`config.mk`:
```
export PLATFORM = sky130hd
export DESIGN_NAME = display_select_sequencer_flat
export DESIGN_NICKNAME = d
export VERILOG_FILES = /design/src/rtl/display_debug_pkg.sv /design/src/rtl/display_select_sequencer_if.sv /design/src/rtl/button_debouncer.sv /design/src/rtl/display_select_sequencer.sv /design/src/flat_wrapper.sv
export SDC_FILE = /design/constraint.sdc
export NUM_CORES = 1
export LEC_CHECK = 0
export CAP_MARGIN = 25
export CORE_MARGIN = 1
export CORE_UTILIZATION = 33
export CTS_CLUSTER_SIZE = 40
export DETAILED_ROUTE_END_ITERATION = 7
export PLACE_DENSITY = 0.5
export REMOVE_ABC_BUFFERS = 1
export SYNTH_ARGS = -nofsm -noshare
export SYNTH_HDL_FRONTEND = slang
export SYNTH_SLANG_ARGS = --single-unit
```
`constraint.sdc`:
```
create_clock -name Clock -period 6.7 [get_ports Clock]
set_input_delay 1.34 -clock Clock [delete_from_list [all_inputs] [get_ports Clock]]
set_output_delay 1.34 -clock Clock [all_outputs]
set_load 0.005 [all_outputs]
```
`src/rtl/display_debug_pkg.sv`:
```
`default_nettype none
// ============================================================================
//  Module   : display_debug_pkg
//  Purpose  : Shared constants and types for the debug display path. The
//             select width and the normal/debug index ranges live here so
//             that the sequencer and the display mux agree on one source.
//  Revision : 1.0 - initial release
// ============================================================================
package display_debug_pkg;

    localparam int DISPLAY_SEL_W = 6;

    // Normal range is 0..NORMAL_LAST, debug range is DEBUG_BASE..DEBUG_LAST.
    // DEBUG_BASE is also the offset the mux uses for its debug registers.
    localparam int NORMAL_LAST = 26;
    localparam int DEBUG_BASE  = 32;
    localparam int DEBUG_LAST  = 37;

    // Snapshot capture state machine
    typedef enum logic [0:0] {
        CAP_SETTLE = 1'b0,
        CAP_VALID  = 1'b1
    } cap_state_t;

endpackage
`default_nettype wire

```
`src/rtl/display_select_sequencer_if.sv`:
```
`default_nettype none
// ============================================================================
//  Module   : display_select_sequencer_if
//  Purpose  : Link between the select sequencer and the debug display mux.
//  Signals  : Display_Select   - select index sent to the mux
//             Display_Enable   - 0: mux drives the display, 1: blanked
//             HexDisplay32Bits - value returned by the mux
//  Modports : master - sequencer side, slave - mux side
//  Revision : 1.0 - initial release
// ============================================================================
interface display_select_sequencer_if;
    import display_debug_pkg::*;

    logic [DISPLAY_SEL_W-1:0] Display_Select;
    logic                     Display_Enable;
    logic [31:0]              HexDisplay32Bits;

    modport master (
        output Display_Select,
        output Display_Enable,
        input  HexDisplay32Bits
    );

    modport slave (
        input  Display_Select,
        input  Display_Enable,
        output HexDisplay32Bits
    );
endinterface
`default_nettype wire

```
`src/rtl/button_debouncer.sv`:
```
`default_nettype none
// ============================================================================
//  Module   : button_debouncer
//  Purpose  : 2-FF synchronizer, debounce counter and press-event generator
//             for one active-low pushbutton.
//  Ports    : clk, rst      - clock, synchronous active-high reset
//             i_button_n    - raw active-low button pin
//             o_press       - one-cycle pulse on accepted press (1->0)
//  Revision : 1.0 - initial release
// ============================================================================
module button_debouncer #(
    parameter int DEBOUNCE_CYCLES = 50000
) (
    input  logic clk,
    input  logic rst,
    input  logic i_button_n,
    output logic o_press
);
    localparam int c_cnt_w = $clog2(DEBOUNCE_CYCLES + 1);
    localparam logic [c_cnt_w-1:0] c_cnt_last = c_cnt_w'(DEBOUNCE_CYCLES - 1);
    localparam logic [c_cnt_w-1:0] c_cnt_one  = c_cnt_w'(1);

    logic               r_sync1;
    logic               r_sync2;
    logic               r_level;
    logic               r_press;
    logic [c_cnt_w-1:0] r_cnt;

    // r_cnt counts consecutive samples that disagree with the accepted level;
    // the level flips on the DEBOUNCE_CYCLES-th such sample. The press pulse
    // is registered together with the level so it lasts exactly one cycle.
    always_ff @(posedge clk) begin
        if (rst) begin
            r_sync1 <= 1'b1;
            r_sync2 <= 1'b1;
            r_level <= 1'b1;
            r_cnt   <= '0;
            r_press <= 1'b0;
        end else begin
            r_sync1 <= i_button_n;
            r_sync2 <= r_sync1;
            r_press <= 1'b0;
            if (r_sync2 == r_level) begin
                r_cnt <= '0;
            end else if (r_cnt == c_cnt_last) begin
                r_cnt   <= '0;
                r_level <= r_sync2;
                r_press <= ~r_sync2;
            end else begin
                r_cnt <= r_cnt + c_cnt_one;
            end
        end
    end

    assign o_press = r_press;
endmodule
`default_nettype wire

```
`src/rtl/display_select_sequencer.sv`:
```
`default_nettype none
// ============================================================================
//  Module   : display_select_sequencer
//  Purpose  : Generates the display mux select/enable from pushbuttons,
//             switches and an auto-scan timer, and keeps a stable snapshot
//             of the value the mux returns.
//  Ports    : Clock, Reset            - clock, synchronous active-high reset
//             Step_n, Back_n          - active-low step forward / backward
//             Debug_Mode              - 1: debug range, 0: normal range
//             Auto_Enable, Freeze     - auto-scan enable, hold select+snapshot
//             mux (master)            - Display_Select/Enable, HexDisplay32Bits
//             Snapshot/Snapshot_Valid - captured mux value and its validity
//             Wrap_Pulse              - one-cycle pulse when the select wraps
//  Revision : 1.0 - initial release
// ============================================================================
module display_select_sequencer #(
    parameter int DEBOUNCE_CYCLES = 50000,
    parameter int DWELL_CYCLES    = 50000000,
    parameter int NORMAL_LAST     = display_debug_pkg::NORMAL_LAST,
    parameter int DEBUG_BASE      = display_debug_pkg::DEBUG_BASE,
    parameter int DEBUG_LAST      = display_debug_pkg::DEBUG_LAST,
    parameter int SETTLE_CYCLES   = 2
) (
    input  logic                              Clock,
    input  logic                              Reset,
    input  logic                              Step_n,
    input  logic                              Back_n,
    input  logic                              Debug_Mode,
    input  logic                              Auto_Enable,
    input  logic                              Freeze,
    display_select_sequencer_if.master        mux,
    output logic [31:0]                       Snapshot,
    output logic                              Snapshot_Valid,
    output logic                              Wrap_Pulse
);
    import display_debug_pkg::*;

    generate
        if (NORMAL_LAST < 0 || NORMAL_LAST > 63 || DEBUG_BASE < 0 || DEBUG_BASE > 63 ||
            DEBUG_LAST > 63 || DEBUG_BASE > DEBUG_LAST) begin : g_range_check
            $error("display_select_sequencer: select range parameters out of 0..63");
        end
    endgenerate

    localparam int c_dwell_w  = $clog2(DWELL_CYCLES + 1);
    localparam int c_settle_w = $clog2(SETTLE_CYCLES + 2);

    localparam logic [DISPLAY_SEL_W-1:0] c_normal_base = '0;
    localparam logic [DISPLAY_SEL_W-1:0] c_normal_last = DISPLAY_SEL_W'(NORMAL_LAST);
    localparam logic [DISPLAY_SEL_W-1:0] c_debug_base  = DISPLAY_SEL_W'(DEBUG_BASE);
    localparam logic [DISPLAY_SEL_W-1:0] c_debug_last  = DISPLAY_SEL_W'(DEBUG_LAST);
    localparam logic [DISPLAY_SEL_W-1:0] c_sel_one     = DISPLAY_SEL_W'(1);
    localparam logic [c_dwell_w-1:0]     c_dwell_last  = c_dwell_w'(DWELL_CYCLES - 1);
    localparam logic [c_dwell_w-1:0]     c_dwell_one   = c_dwell_w'(1);
    localparam logic [c_settle_w-1:0]    c_settle_last = c_settle_w'(SETTLE_CYCLES);
    localparam logic [c_settle_w-1:0]    c_settle_one  = c_settle_w'(1);

    logic                     w_step_evt;
    logic                     w_back_evt;
    logic                     r_mode_s1;
    logic                     r_mode_s2;
    logic                     r_mode;
    logic                     w_mode_next;
    logic [DISPLAY_SEL_W-1:0] r_sel;
    logic [DISPLAY_SEL_W-1:0] w_sel_next;
    logic [DISPLAY_SEL_W-1:0] w_base;
    logic [DISPLAY_SEL_W-1:0] w_last;
    logic                     r_wrap;
    logic                     w_wrap_next;
    logic                     r_enable;
    logic [c_dwell_w-1:0]     r_dwell;
    logic [c_dwell_w-1:0]     w_dwell_next;
    logic                     w_expire;
    logic                     w_sel_change;
    cap_state_t               r_state;
    cap_state_t               w_state_next;
    logic [c_settle_w-1:0]    r_settle;
    logic [c_settle_w-1:0]    w_settle_next;
    logic                     w_capture;
    logic [31:0]              r_snapshot;

    button_debouncer #(.DEBOUNCE_CYCLES(DEBOUNCE_CYCLES)) u_step_db (
        .clk        (Clock),
        .rst        (Reset),
        .i_button_n (Step_n),
        .o_press    (w_step_evt)
    );

    button_debouncer #(.DEBOUNCE_CYCLES(DEBOUNCE_CYCLES)) u_back_db (
        .clk        (Clock),
        .rst        (Reset),
        .i_button_n (Back_n),
        .o_press    (w_back_evt)
    );

    // r_mode is the range currently in use; a difference against the
    // synchronized switch is what triggers the base load.
    assign w_base   = r_mode ? c_debug_base : c_normal_base;
    assign w_last   = r_mode ? c_debug_last : c_normal_last;
    assign w_expire = Auto_Enable && !Freeze && (r_dwell == c_dwell_last);

    always_comb begin
        w_sel_next  = r_sel;
        w_wrap_next = 1'b0;
        w_mode_next = r_mode;
        // Freeze also defers a pending mode change, so the select never moves
        // while frozen and always stays inside the range of r_mode.
        if (!Freeze) begin
            if (r_mode_s2 != r_mode) begin
                w_mode_next = r_mode_s2;
                w_sel_next  = r_mode_s2 ? c_debug_base : c_normal_base;
            end else if (w_step_evt && w_back_evt) begin
                w_sel_next = r_sel;
            end else if (w_step_evt || w_expire) begin
                if (r_sel == w_last) begin
                    w_sel_next  = w_base;
                    w_wrap_next = 1'b1;
                end else begin
                    w_sel_next = r_sel + c_sel_one;
                end
            end else if (w_back_evt) begin
                if (r_sel == w_base) begin
                    w_sel_next  = w_last;
                    w_wrap_next = 1'b1;
                end else begin
                    w_sel_next = r_sel - c_sel_one;
                end
            end
        end
    end

    assign w_sel_change = (w_sel_next != r_sel);

    always_comb begin
        w_dwell_next = r_dwell + c_dwell_one;
        if (!Auto_Enable) begin
            w_dwell_next = '0;
        end else if (Freeze) begin
            w_dwell_next = r_dwell;
        end else if (w_sel_change || w_expire) begin
            w_dwell_next = '0;
        end
    end

    // Mode synchronizers load the raw switch during reset so that leaving
    // reset never looks like a mode change.
    always_ff @(posedge Clock) begin
        if (Reset) begin
            r_mode_s1 <= Debug_Mode;
            r_mode_s2 <= Debug_Mode;
            r_mode    <= Debug_Mode;
            r_sel     <= Debug_Mode ? c_debug_base : c_normal_base;
            r_wrap    <= 1'b0;
            r_enable  <= 1'b1;
            r_dwell   <= '0;
        end else begin
            r_mode_s1 <= Debug_Mode;
            r_mode_s2 <= r_mode_s1;
            r_mode    <= w_mode_next;
            r_sel     <= w_sel_next;
            r_wrap    <= w_wrap_next;
            r_enable  <= 1'b0;
            r_dwell   <= w_dwell_next;
        end
    end

    // Capture FSM. A select change on this edge always restarts settling,
    // so Snapshot_Valid drops in the same cycle the select moves.
    always_comb begin
        w_state_next  = r_state;
        w_settle_next = r_settle;
        w_capture     = 1'b0;
        if (w_sel_change) begin
            w_state_next  = CAP_SETTLE;
            w_settle_next = '0;
        end else begin
            case (r_state)
                CAP_SETTLE: begin
                    if (r_settle == c_settle_last) begin
                        if (!Freeze) begin
                            w_capture    = 1'b1;
                            w_state_next = CAP_VALID;
                        end
                    end else begin
                        w_settle_next = r_settle + c_settle_one;
                    end
                end
                CAP_VALID: begin
                    w_capture = !Freeze;
                end
                default: begin
                    w_state_next = CAP_SETTLE;
                end
            endcase
        end
    end

    always_ff @(posedge Clock) begin
        if (Reset) begin
            r_state    <= CAP_SETTLE;
            r_settle   <= '0;
            r_snapshot <= '0;
        end else begin
            r_state  <= w_state_next;
            r_settle <= w_settle_next;
            if (w_capture) begin
                r_snapshot <= mux.HexDisplay32Bits;
            end
        end
    end

    assign mux.Display_Select = r_sel;
    assign mux.Display_Enable = r_enable;
    assign Snapshot           = r_snapshot;
    assign Snapshot_Valid     = (r_state == CAP_VALID);
    assign Wrap_Pulse         = r_wrap;
endmodule
`default_nettype wire

```
`src/flat_wrapper.sv`:
```
// flat-port wrapper written by rule: the top's interface ports become plain ports
module display_select_sequencer_flat import display_debug_pkg::*;
#(
    parameter int DEBOUNCE_CYCLES = 50000,
    parameter int DWELL_CYCLES    = 50000000,
    parameter int NORMAL_LAST     = display_debug_pkg::NORMAL_LAST,
    parameter int DEBUG_BASE      = display_debug_pkg::DEBUG_BASE,
    parameter int DEBUG_LAST      = display_debug_pkg::DEBUG_LAST,
    parameter int SETTLE_CYCLES   = 2
)
  (Clock, Reset, Step_n, Back_n, Debug_Mode, Auto_Enable, Freeze, Snapshot, Snapshot_Valid, Wrap_Pulse, mux_Display_Select, mux_Display_Enable, mux_HexDisplay32Bits);
  display_select_sequencer_if mux_i ();
  input  logic Clock;
  input  logic Reset;
  input  logic Step_n;
  input  logic Back_n;
  input  logic Debug_Mode;
  input  logic Auto_Enable;
  input  logic Freeze;
  output logic [31:0] Snapshot;
  output logic Snapshot_Valid;
  output logic Wrap_Pulse;
  output wire logic [$bits(mux_i.Display_Select)-1:0] mux_Display_Select;
  output wire logic [$bits(mux_i.Display_Enable)-1:0] mux_Display_Enable;
  input wire logic [$bits(mux_i.HexDisplay32Bits)-1:0] mux_HexDisplay32Bits;
  assign mux_Display_Select = mux_i.Display_Select;
  assign mux_Display_Enable = mux_i.Display_Enable;
  assign mux_i.HexDisplay32Bits = mux_HexDisplay32Bits;
  display_select_sequencer #(.DEBOUNCE_CYCLES(DEBOUNCE_CYCLES), .DWELL_CYCLES(DWELL_CYCLES), .NORMAL_LAST(NORMAL_LAST), .DEBUG_BASE(DEBUG_BASE), .DEBUG_LAST(DEBUG_LAST), .SETTLE_CYCLES(SETTLE_CYCLES)) u_core (.Clock(Clock), .Reset(Reset), .Step_n(Step_n), .Back_n(Back_n), .Debug_Mode(Debug_Mode), .Auto_Enable(Auto_Enable), .Freeze(Freeze), .mux(mux_i), .Snapshot(Snapshot), .Snapshot_Valid(Snapshot_Valid), .Wrap_Pulse(Wrap_Pulse));
endmodule
```
Word level (Yosys, flattened, before mapping) --
Index checks and enable logic that the tools add are counted.
Storage, ports and cells: register bits 112, bits in latches 0, memory bits (writable) 0, bits in read-only memories 0, input port bits 39, output and inout port bits 41, logic and storage cells 91, memories 0
Cells by class: add/subtract/negate cells 6, multiply operators 0, divide/modulo/power cells 0, $lt $le $gt $ge 0, equal/unequal tests 11, shifts and indexed selects 0, muxes and demuxes 27, bitwise operators 9, reductions and logical operators 18
Operators with widths (number):
- two-way mux 6 bit | 12
- adder 16 x 1 -> 16 bit, second input constant | 2
- equality test 16 bit, second input constant | 2
- adder 26 x 1 -> 26 bit, second input constant | 1
- equality test 26 bit, second input constant | 1
- two-way mux 26 bit | 1
- two-way mux 1 bit | 13
- equality test 6 bit | 2
- OR reduction 3 bit | 4
- inverter 1 bit | 9
- AND reduction 2 bit | 4
- adder 6 x 1 -> 6 bit, second input constant | 1
- != test 6 bit | 1
- subtractor 6 x 1 -> 6 bit, second input constant | 1
- OR reduction 2 bit | 2
- OR reduction 4 bit | 1
- logical AND 1 bit | 3
- adder 2 x 1 -> 2 bit, second input constant | 1
- equality test 1 bit | 2
- equality test 2 bit, second input constant | 1
- logical OR 1 bit | 2
- != test 2 bit, second input constant | 1
- case mux 1 bit (2 select lines) | 1
- nonzero test 2 bit | 1
- other kinds (2) | 2

Logic depth before layout (Yosys ltp) --
Gate-level depths: netlist of the first run.
word-level depth 11, depth in mapped cells 14, mapped depth without buffers 11

Hierarchy --
From an unflattened synthesis of the first run, not the netlist that was laid out.
Unflattened totals: cell total of the unflattened synthesis 659, area total of the unflattened synthesis 6123.4 um^2
By module, submodules not included:
- display_select_sequencer | times used 1, cells an instance 473, area an instance 4274.1 um^2, sequential area each 1451.4 um^2
- button_debouncer | times used 2, cells an instance 93, area an instance 924.6 um^2, sequential area each 400.4 um^2

Worst setup path after synthesis of the first run --
OpenSTA, ideal clock, no wires.
path kind input -> register, start input port Freeze, end register u_core.r_snapshot[10], in the netlist u_core.Snapshot[10], setup time 0.072 ns, data arrival time 4.141 ns, data required time 6.628 ns, path slack 2.488 ns, stages 12, path buffers 3, cell sequence buf_6 -> nand3b_4 -> or4_1 -> a2111oi_2 -> a211oi_1 -> o311a_1 -> or3_1 -> a2111oi_4 -> and3_1 -> buf_4 -> buf_8 -> mux2i_1
Between the ends: word-level cells in the longest chain between the ends 10, elaborated cells on any way between the ends 13, classes of those cells eq/ne (1); mux (8); reduce/logical (4)
Ends and longest elaborated chain:
- start: declaration | RTL line flat_wrapper.sv:19 | input logic Freeze;
- zero test 1 bit | RTL line display_select_sequencer.sv:100, display_select_sequencer.sv:189
- logical AND 1 bit (2 in a row) | RTL line display_select_sequencer.sv:100 | assign w_expire = Auto_Enable && !Freeze && (r_dwell == c_dwell_last);
- logical OR 1 bit | RTL line display_select_sequencer.sv:114 | end else if (w_step_evt || w_expire) begin
- two-way mux 6 bit | RTL line display_select_sequencer.sv:114
- two-way mux 6 bit | RTL line display_select_sequencer.sv:112 | end else if (w_step_evt && w_back_evt) begin
- two-way mux 6 bit | RTL line display_select_sequencer.sv:109 | if (r_mode_s2 != r_mode) begin
- two-way mux 6 bit | RTL line display_select_sequencer.sv:108 | if (!Freeze) begin
- != test 6 bit | RTL line display_select_sequencer.sv:132 | assign w_sel_change = (w_sel_next != r_sel);
- two-way mux 1 bit (*) | RTL line display_select_sequencer.sv:173 | if (w_sel_change) begin
- end signal: assignment | RTL line display_select_sequencer.sv:207 | r_snapshot <= mux.HexDisplay32Bits;
- end: declaration | RTL line display_select_sequencer.sv:80 | logic [31:0] r_snapshot;
Mark *: on every way between the ends. The rest lies on a longest branch, timed or not. A chain may end at the register's enable or synchronous reset.

Worst setup path after layout of the first run --
start input port Freeze, end register u_core.r_snapshot[1], in the netlist u_core.Snapshot[1]
Same word-level chain as after synthesis.

==> results.json, run 1 <==
{
  "status": "finished clean",
  "synth_cells": 654,
  "grtUsageMet2_pct": 24.0,
  "ioPinCount": 80,
  "grt-busiest-layer": "met2",
  "period_needed_ns": 5.11,
  "dieArea_sq_um": 17800,
  "syn_to_final_growth_pct": 20.7,
  "grt_max_degree": 86,
  "finalSetupViolations": 0,
  "dr.pass1.iters": 4,
  "met1_usage_pct": 19.4,
  "synth_warnings": 0,
  "drt-initial-drc-count": 296,
  "ys_seq_elements": 112,
  "via_per_inst": 4.94,
  "cp.arrival_ns": 5.38,
  "synth.avg_cell_area_sq_um": 8.70,
  "synth.distinct_cells": 66,
  "slew_violations": 0,
  "antenna_cells": 0,
  "core_sq_um": 16700,
  "antenna_found_initial": 0,
  "clk_latency_ns": 0.35,
  "ys_seq_area_share_pct": 39.6,
  "grt_pass1_vias": 4452,
  "cts_buffers": 9,
  "cts_buffer_depth": 2,
  "grt_first_pass_wirelength_microns": 21800,
  "fin_area_sq_um": 6870,
  "end_kind": "flip-flop",
  "hold_viol": 0,
  "fin_crit_sh_pct": 76.3,
  "peakVddDrop_mv": 0.132,
  "crit_chain": "clkdlybuf4s50_1 > buf_4 > nand3b_4 > or4_1 > a2111oi_2 > a211oi_1 > o311a_1 > or3_1 > a2111oi_4 > and3_2 > mux2i_1",
  "die_x_microns": 133,
  "htreeDepth": 3,
  "timing.fmax_mhz": 196,
  "pre_cts_ws_ns": 1.22,
  "placedCellCount": 923,
  "synthArstFlopShare_pct": 0,
  "slowest_delay_ns": 0.93,
  "fin_nets": 760,
  "vias": 4632,
  "rows": 47,
  "initial_core_util_pct": 34.1,
  "seq_power_share_pct": 52.3,
  "slew_headroom_pct": 30.4,
  "track_usage_pct": 15.1,
  "power_density_nw_per_um2": 193,
  "sw_frac_of_total_pct": 24.1,
  "routedWlPerCell_microns": 13.8,
  "dpl.hpwl_microns": 9010,
  "power.total_mw": 1.33,
  "synth_top_area_share_pct": 39.0,
  "drc": 0,
  "p_sw_uw": 321,
  "crit_fanout": 32,
  "layout.cells.non_filler": 938,
  "port_buffers": 79,
  "intPower_mw": 1.01,
  "drive_gt1_share_pct": 5.71,
  "cts_hold_buffers": 0,
  "die_height_microns": 133,
  "synthTopCellsByCount": "111 x dfxtp_1, 100 x nor2_1, 65 x nand2b_1",
  "ctsResizeCount": 0,
  "grt-ovfl-total": 0,
  "ys_top_cells_by_area": "dfxtp_1 39%, nand2b_1 7.1%, nor2_1 6.6%",
  "synth_edf_count": 1,
  "clkSlewWorstSetupHoldPaths_ns": 0.07,
  "power_frac_comb_pct": 10.0,
  "crit_type": "input pin to flip-flop",
  "fin_setup_tns_ns": 0,
  "tightest_slew_ns": 1.04,
  "p_clk_share_pct": 37.7,
  "hold_path_class": "flip-flop to flip-flop",
  "synth_largest_area_cell": "dfxtp_1",
  "synth_most_common_cell": "dfxtp_1",
  "cp_slowest_cell": "and3_2",
  "leakage_nw": 2.25,
  "gp_congestion": 0.841,
  "maxCapViolations": 0,
  "finClkSkew_ns": 0.0118,
  "groute.layer.met3.usage_pct": 3.27,
  "cts_setup_buffers": 0,
  "cts_sinks": 112,
  "synth_flop_cell": "dfxtp_1",
  "synthesis.area_sq_um": 5690,
  "rsz0062_at_grt": "no",
  "drt_wl_total_microns": 12900,
  "worst-endpoint-required_ns": 6.97,
  "antenna_left": 0,
  "tritoncts": "built",
  "cts_root_buffer": "clkbuf_16",
  "cp-start-kind": "input pin",
  "fin_ws_ns": 1.59,
  "dpl_cell_area_sq_um": 6610
}
[cells by family after synthesis]
family	after synthesis	share of synthesized area, %
adder cells (fa/ha/maj)	9	1.89
flip-flops	112	39.6
AO/OA/AOI/OAI	52	6.84
buffers and inverters	47	3.96
AND/OR/NAND/NOR	334	31.5
multiplexers	37	6.55
XOR/XNOR	63	9.69
[power by group through the flow]
stage	Clock, mW	Sequential (mW)	Combinational (mW)
final	0.501	0.695	0.133
after global routing	0.550	0.697	0.147
after CTS	0.521	0.695	0.134
after detailed placement	0	0.710	0.134
after global placement	0	0.710	0.133
after floorplan	0	0.706	0.0714
[critical path, delay by kind of cell]
family          cells  cell delay (ns)
simple gates        4             2.02
mux                 1             0.27
compound gates      4             1.08
buf+inv             2             0.60
[cells in the final DEF (no fill, tap or decap), types with 3 or more instances in the layout]
cell	count
nand3b_1	4
o21ai_0	10
nor2_1	100
clkbuf_16	9
nand4_1	14
nand2b_1	65
or3_1	8
xor2_1	27
inv_1	14
dfxtp_1	111
xnor2_1	36
nand3_1	23
ha_1	7
buf_4	3
nor4_1	8
or4b_2	3
and3_1	9
o211ai_1	3
nor2b_1	4
mux2i_1	35
a2111oi_0	5
nand4b_1	5
or2_2	6
nor3_1	15
clkdlybuf4s50_1	78
a211oi_1	4
nand2_1	46
a21oi_1	11
[metrics by stage]
step	util [%]	hold WS [ns]
2_1_floorplan	-	0.389
5_1_grt	41.1	0.442
3_5_place_dp	39.5	0.400
6_report	41.1	0.420
3_3_place_gp	39.5	0.404
4_1_cts	41.1	0.423
[final timing paths]
kind | start | to | slack [ns] | cells past startpoint
max | Freeze | u_core.Snapshot[1]$_SDFFE_PP0P_ | 1.59 | 11
min | u_core.u_back_db.r_sync1$_SDFF_PP1_ | u_core.u_back_db.r_sync2$_SDFF_PP1_ | 0.42 | 1
max reg2reg | u_core.mux.Display_Select[0]$_SDFF_PP0_ | u_core.Snapshot[1]$_SDFFE_PP0P_ | 2.14 | 11
min reg2reg | u_core.u_back_db.r_sync1$_SDFF_PP1_ | u_core.u_back_db.r_sync2$_SDFF_PP1_ | 0.42 | 1
[per-layer routing]
metal | wire, microns | up-vias | part of all wire [%]
li1 | - | 2361 | -
met1 | 6140 | 2156 | 48
met2 | 5840 | 89 | 45
met3 | 592 | 26 | 4.6
met4 | 329 | 0 | 2.5
met5 | 0 | - | 0
[registers in the layout (all words and copies together), names as in the netlist, 2 cells and up]
register                   flops
u_core.r_settle                2
u_core.mux.Display_Select      6
u_core.u_back_db.r_cnt        16
u_core.r_dwell                26
u_core.u_step_db.r_cnt        16
u_core.Snapshot               32
[cell type report]
cell class | instances | area, sq um
sequential | 112 | 2250
clock inverter | 3 | 18.8
multi-input combinational | 495 | 3220
timing repair buffer | 82 | 808
tap | 220 | 275
fill | 1661 | 9830
inverter | 14 | 52.6
clock buffer | 12 | 246
Note: power is estimated with default switching activity, not from simulation.
==> inputs of run 2 (changes only) <==
PLACE_DENSITY = 0.52   (was 0.5)
clock period = 4.3 ns   (was 6.7 ns; I/O delays follow)
==> run 2 against run 1 <==
Against the previous run:
- die area unchanged
- routed wire length about the same
- worst setup slack worse by 1.2 ns
- clock-buffer cell count unchanged
- critical path depth unchanged
- register-to-register slack worse by 1.6 ns
- flip-flop and latch count unchanged
- critical path type unchanged
- critical endpoint is now u_core.Snapshot[11]$_SDFFE_PP0P_
- highest routed layer unchanged
==> results.json, run 2 (synthesis gave the netlist of run 1 again) <==
{
  "fin_crit_sh_pct": 90.7,
  "cts_sinks": 112,
  "gp_congestion": 0.906,
  "cts_buffers": 9,
  "ctsResizeCount": 0,
  "worst-endpoint-required_ns": 4.58,
  "seq_area_sq_um": 2250,
  "final_cell_mix": "111 x dfxtp_1, 100 x nor2_1, 78 x clkdlybuf4s50_1",
  "crit_type": "input pin to flip-flop",
  "wl_met1_microns": 6060,
  "cts_hold_buffers": 0,
  "finalSetupViolations": 0,
  "power.total_mw": 2.11,
  "tritoncts": "built",
  "tightest_slew_ns": 0.768,
  "largest_reg_flops": 32,
  "grt_max_degree": 49,
  "fin_ws_ns": 0.400,
  "sw_frac_of_total_pct": 24.0,
  "die_height_microns": 133,
  "die_x_microns": 133,
  "dpl_cell_area_sq_um": 6750,
  "p_clk_share_pct": 38.2,
  "peakVddDrop_mv": 0.218,
  "syn_to_final_growth_pct": 23.4,
  "crit_fanout": 32,
  "maxCapViolations": 0,
  "endpoint": "u_core.Snapshot[11]$_SDFFE_PP0P_",
  "final_common_cell": "dfxtp_1",
  "power_frac_comb_pct": 10.8,
  "routed.top_layer": "met4",
  "grt_first_pass_wirelength_microns": 22000,
  "drc": 0,
  "hold_path_class": "flip-flop to flip-flop",
  "cts_root_buffer": "clkbuf_16",
  "placedCellCount": 940,
  "antenna_found_initial": 0,
  "whs_path_depth": 1,
  "drt-initial-drc-count": 288,
  "rsz0062_at_grt": "no",
  "drt_wl_total_microns": 12900,
  "r2r-end": "u_core.Snapshot[11]$_SDFFE_PP0P_",
  "timing.fmax_mhz": 256,
  "r2r_cells": 12,
  "grt-ovfl-total": 0,
  "dpl.hpwl_microns": 9220,
  "status": "finished clean",
  "dieArea_sq_um": 17800,
  "wl_met2_microns": 6070,
  "port_buffers": 79,
  "regToRegSetupSlack_ns": 0.56,
  "power_density_nw_per_um2": 300,
  "seq_power_share_pct": 51.0,
  "via_per_inst": 4.89,
  "leakage_nw": 2.35,
  "cts_setup_buffers": 0,
  "end_kind": "flip-flop",
  "clkSlewWorstSetupHoldPaths_ns": 0.07,
  "antenna_left": 0,
  "layout.cells.non_filler": 956,
  "vias": 4679,
  "pre_cts_ws_ns": 0.0376,
  "ioPinCount": 80,
  "r2r_start": "u_core.mux.Display_Select[1]$_SDFF_PP0_",
  "cp.arrival_ns": 4.18,
  "fillers": 1678,
  "routedWlPerCell_microns": 13.5,
  "antenna_cells": 0,
  "htreeDepth": 3,
  "dr_wl_met3_microns": 621,
  "period_needed_ns": 3.90,
  "p_sw_uw": 505,
  "grt_pass1_vias": 4529,
  "slew_violations": 0,
  "finClkSkew_ns": 0.00864,
  "fin_area_sq_um": 7030,
  "intPower_mw": 1.60,
  "rows": 47,
  "cts_buffer_depth": 2,
  "multi_input_area_sq_um": 3220,
  "dr.pass1.iters": 5,
  "clk_latency_ns": 0.36,
  "drive_gt1_share_pct": 8.15,
  "cp-start-kind": "input pin",
  "critPathLaunch": "Auto_Enable",
  "hold_viol": 0,
  "track_usage_pct": 15.4,
  "core_sq_um": 16700,
  "initial_core_util_pct": 34.1,
  "slew_headroom_pct": 48.7,
  "fin_nets": 777
}
run 2: cell count changes in the layout (fill, tap and decap cells not counted), sizes merged:
cell,before,now
inv,14,16
buf,4,21
clkinv,3,2
run 2: worst min-delay path by stage:
stage / start / endpoint
4_1_cts: u_core.u_step_db.r_sync1$_SDFF_PP1_ / u_core.u_step_db.r_sync2$_SDFF_PP1_
3_5_place_dp: u_core.u_back_db.r_sync1$_SDFF_PP1_ / u_core.u_back_db.r_sync2$_SDFF_PP1_
5_1_grt: u_core.u_step_db.r_sync1$_SDFF_PP1_ / u_core.u_step_db.r_sync2$_SDFF_PP1_
2_1_floorplan: u_core.u_back_db.r_sync1$_SDFF_PP1_ / u_core.u_back_db.r_sync2$_SDFF_PP1_
3_3_place_gp: u_core.u_step_db.r_sync1$_SDFF_PP1_ / u_core.u_step_db.r_sync2$_SDFF_PP1_
6_report: u_core.u_step_db.r_sync1$_SDFF_PP1_ / u_core.u_step_db.r_sync2$_SDFF_PP1_
run 2: power groups by stage:
stage | sequential [mW] | clock [mW] | combinational, mW
after global placement | 1.10 | 0 | 0.226
after detailed placement | 1.10 | 0 | 0.228
after CTS | 1.07 | 0.850 | 0.229
final | 1.07 | 0.806 | 0.227
after global routing | 1.08 | 0.891 | 0.251
after floorplan | 1.10 | 0 | 0.111
run 2: per-layer routing:
layer / GRT usage (%) / vias up
met5: 0 / -
met4: 4.67 / 0
met3: 3.84 / 10
met2: 25.2 / 108
met1: 19.8 / 2172
li1: - / 2389
run 2: critical path, cell delays in order:
cell and delay [ns]:
clkdlybuf4s50_1 0.52, nand4bb_1 0.15, or4_1 0.51, a2111oi_2 0.34
a211oi_1 0.11, o311a_1 0.37, or3_1 0.35, a2111oi_4 0.21
and3_2 0.25, buf_12 0.24, mux2i_1 0.24
run 2: cell type report:
class,count,share of cell area (%)
Tap cell,220,3.92
Inverter,14,0.748
Sequential cell,112,32.1
Multi-Input combinational cell,495,45.8
Timing Repair Buffer,99,13.5
Clock buffer,12,3.65
Clock inverter,4,0.356
run 2: through the flow:
step	utilization [%]	TNS, ns	hold slack [ns]
finish	42.1	0	0.412
global route	42.1	0	0.426
CTS	42.1	0	0.416
detailed placement	40.4	0	0.397
global placement	40.4	0	0.399
floorplan	-	-4.62	0.389
==> inputs of run 3 (changes only) <==
CAP_MARGIN = unset   (was 25)
==> results of run 3 <==
The final DEF is identical to that of run 2; final timing and power are the same.
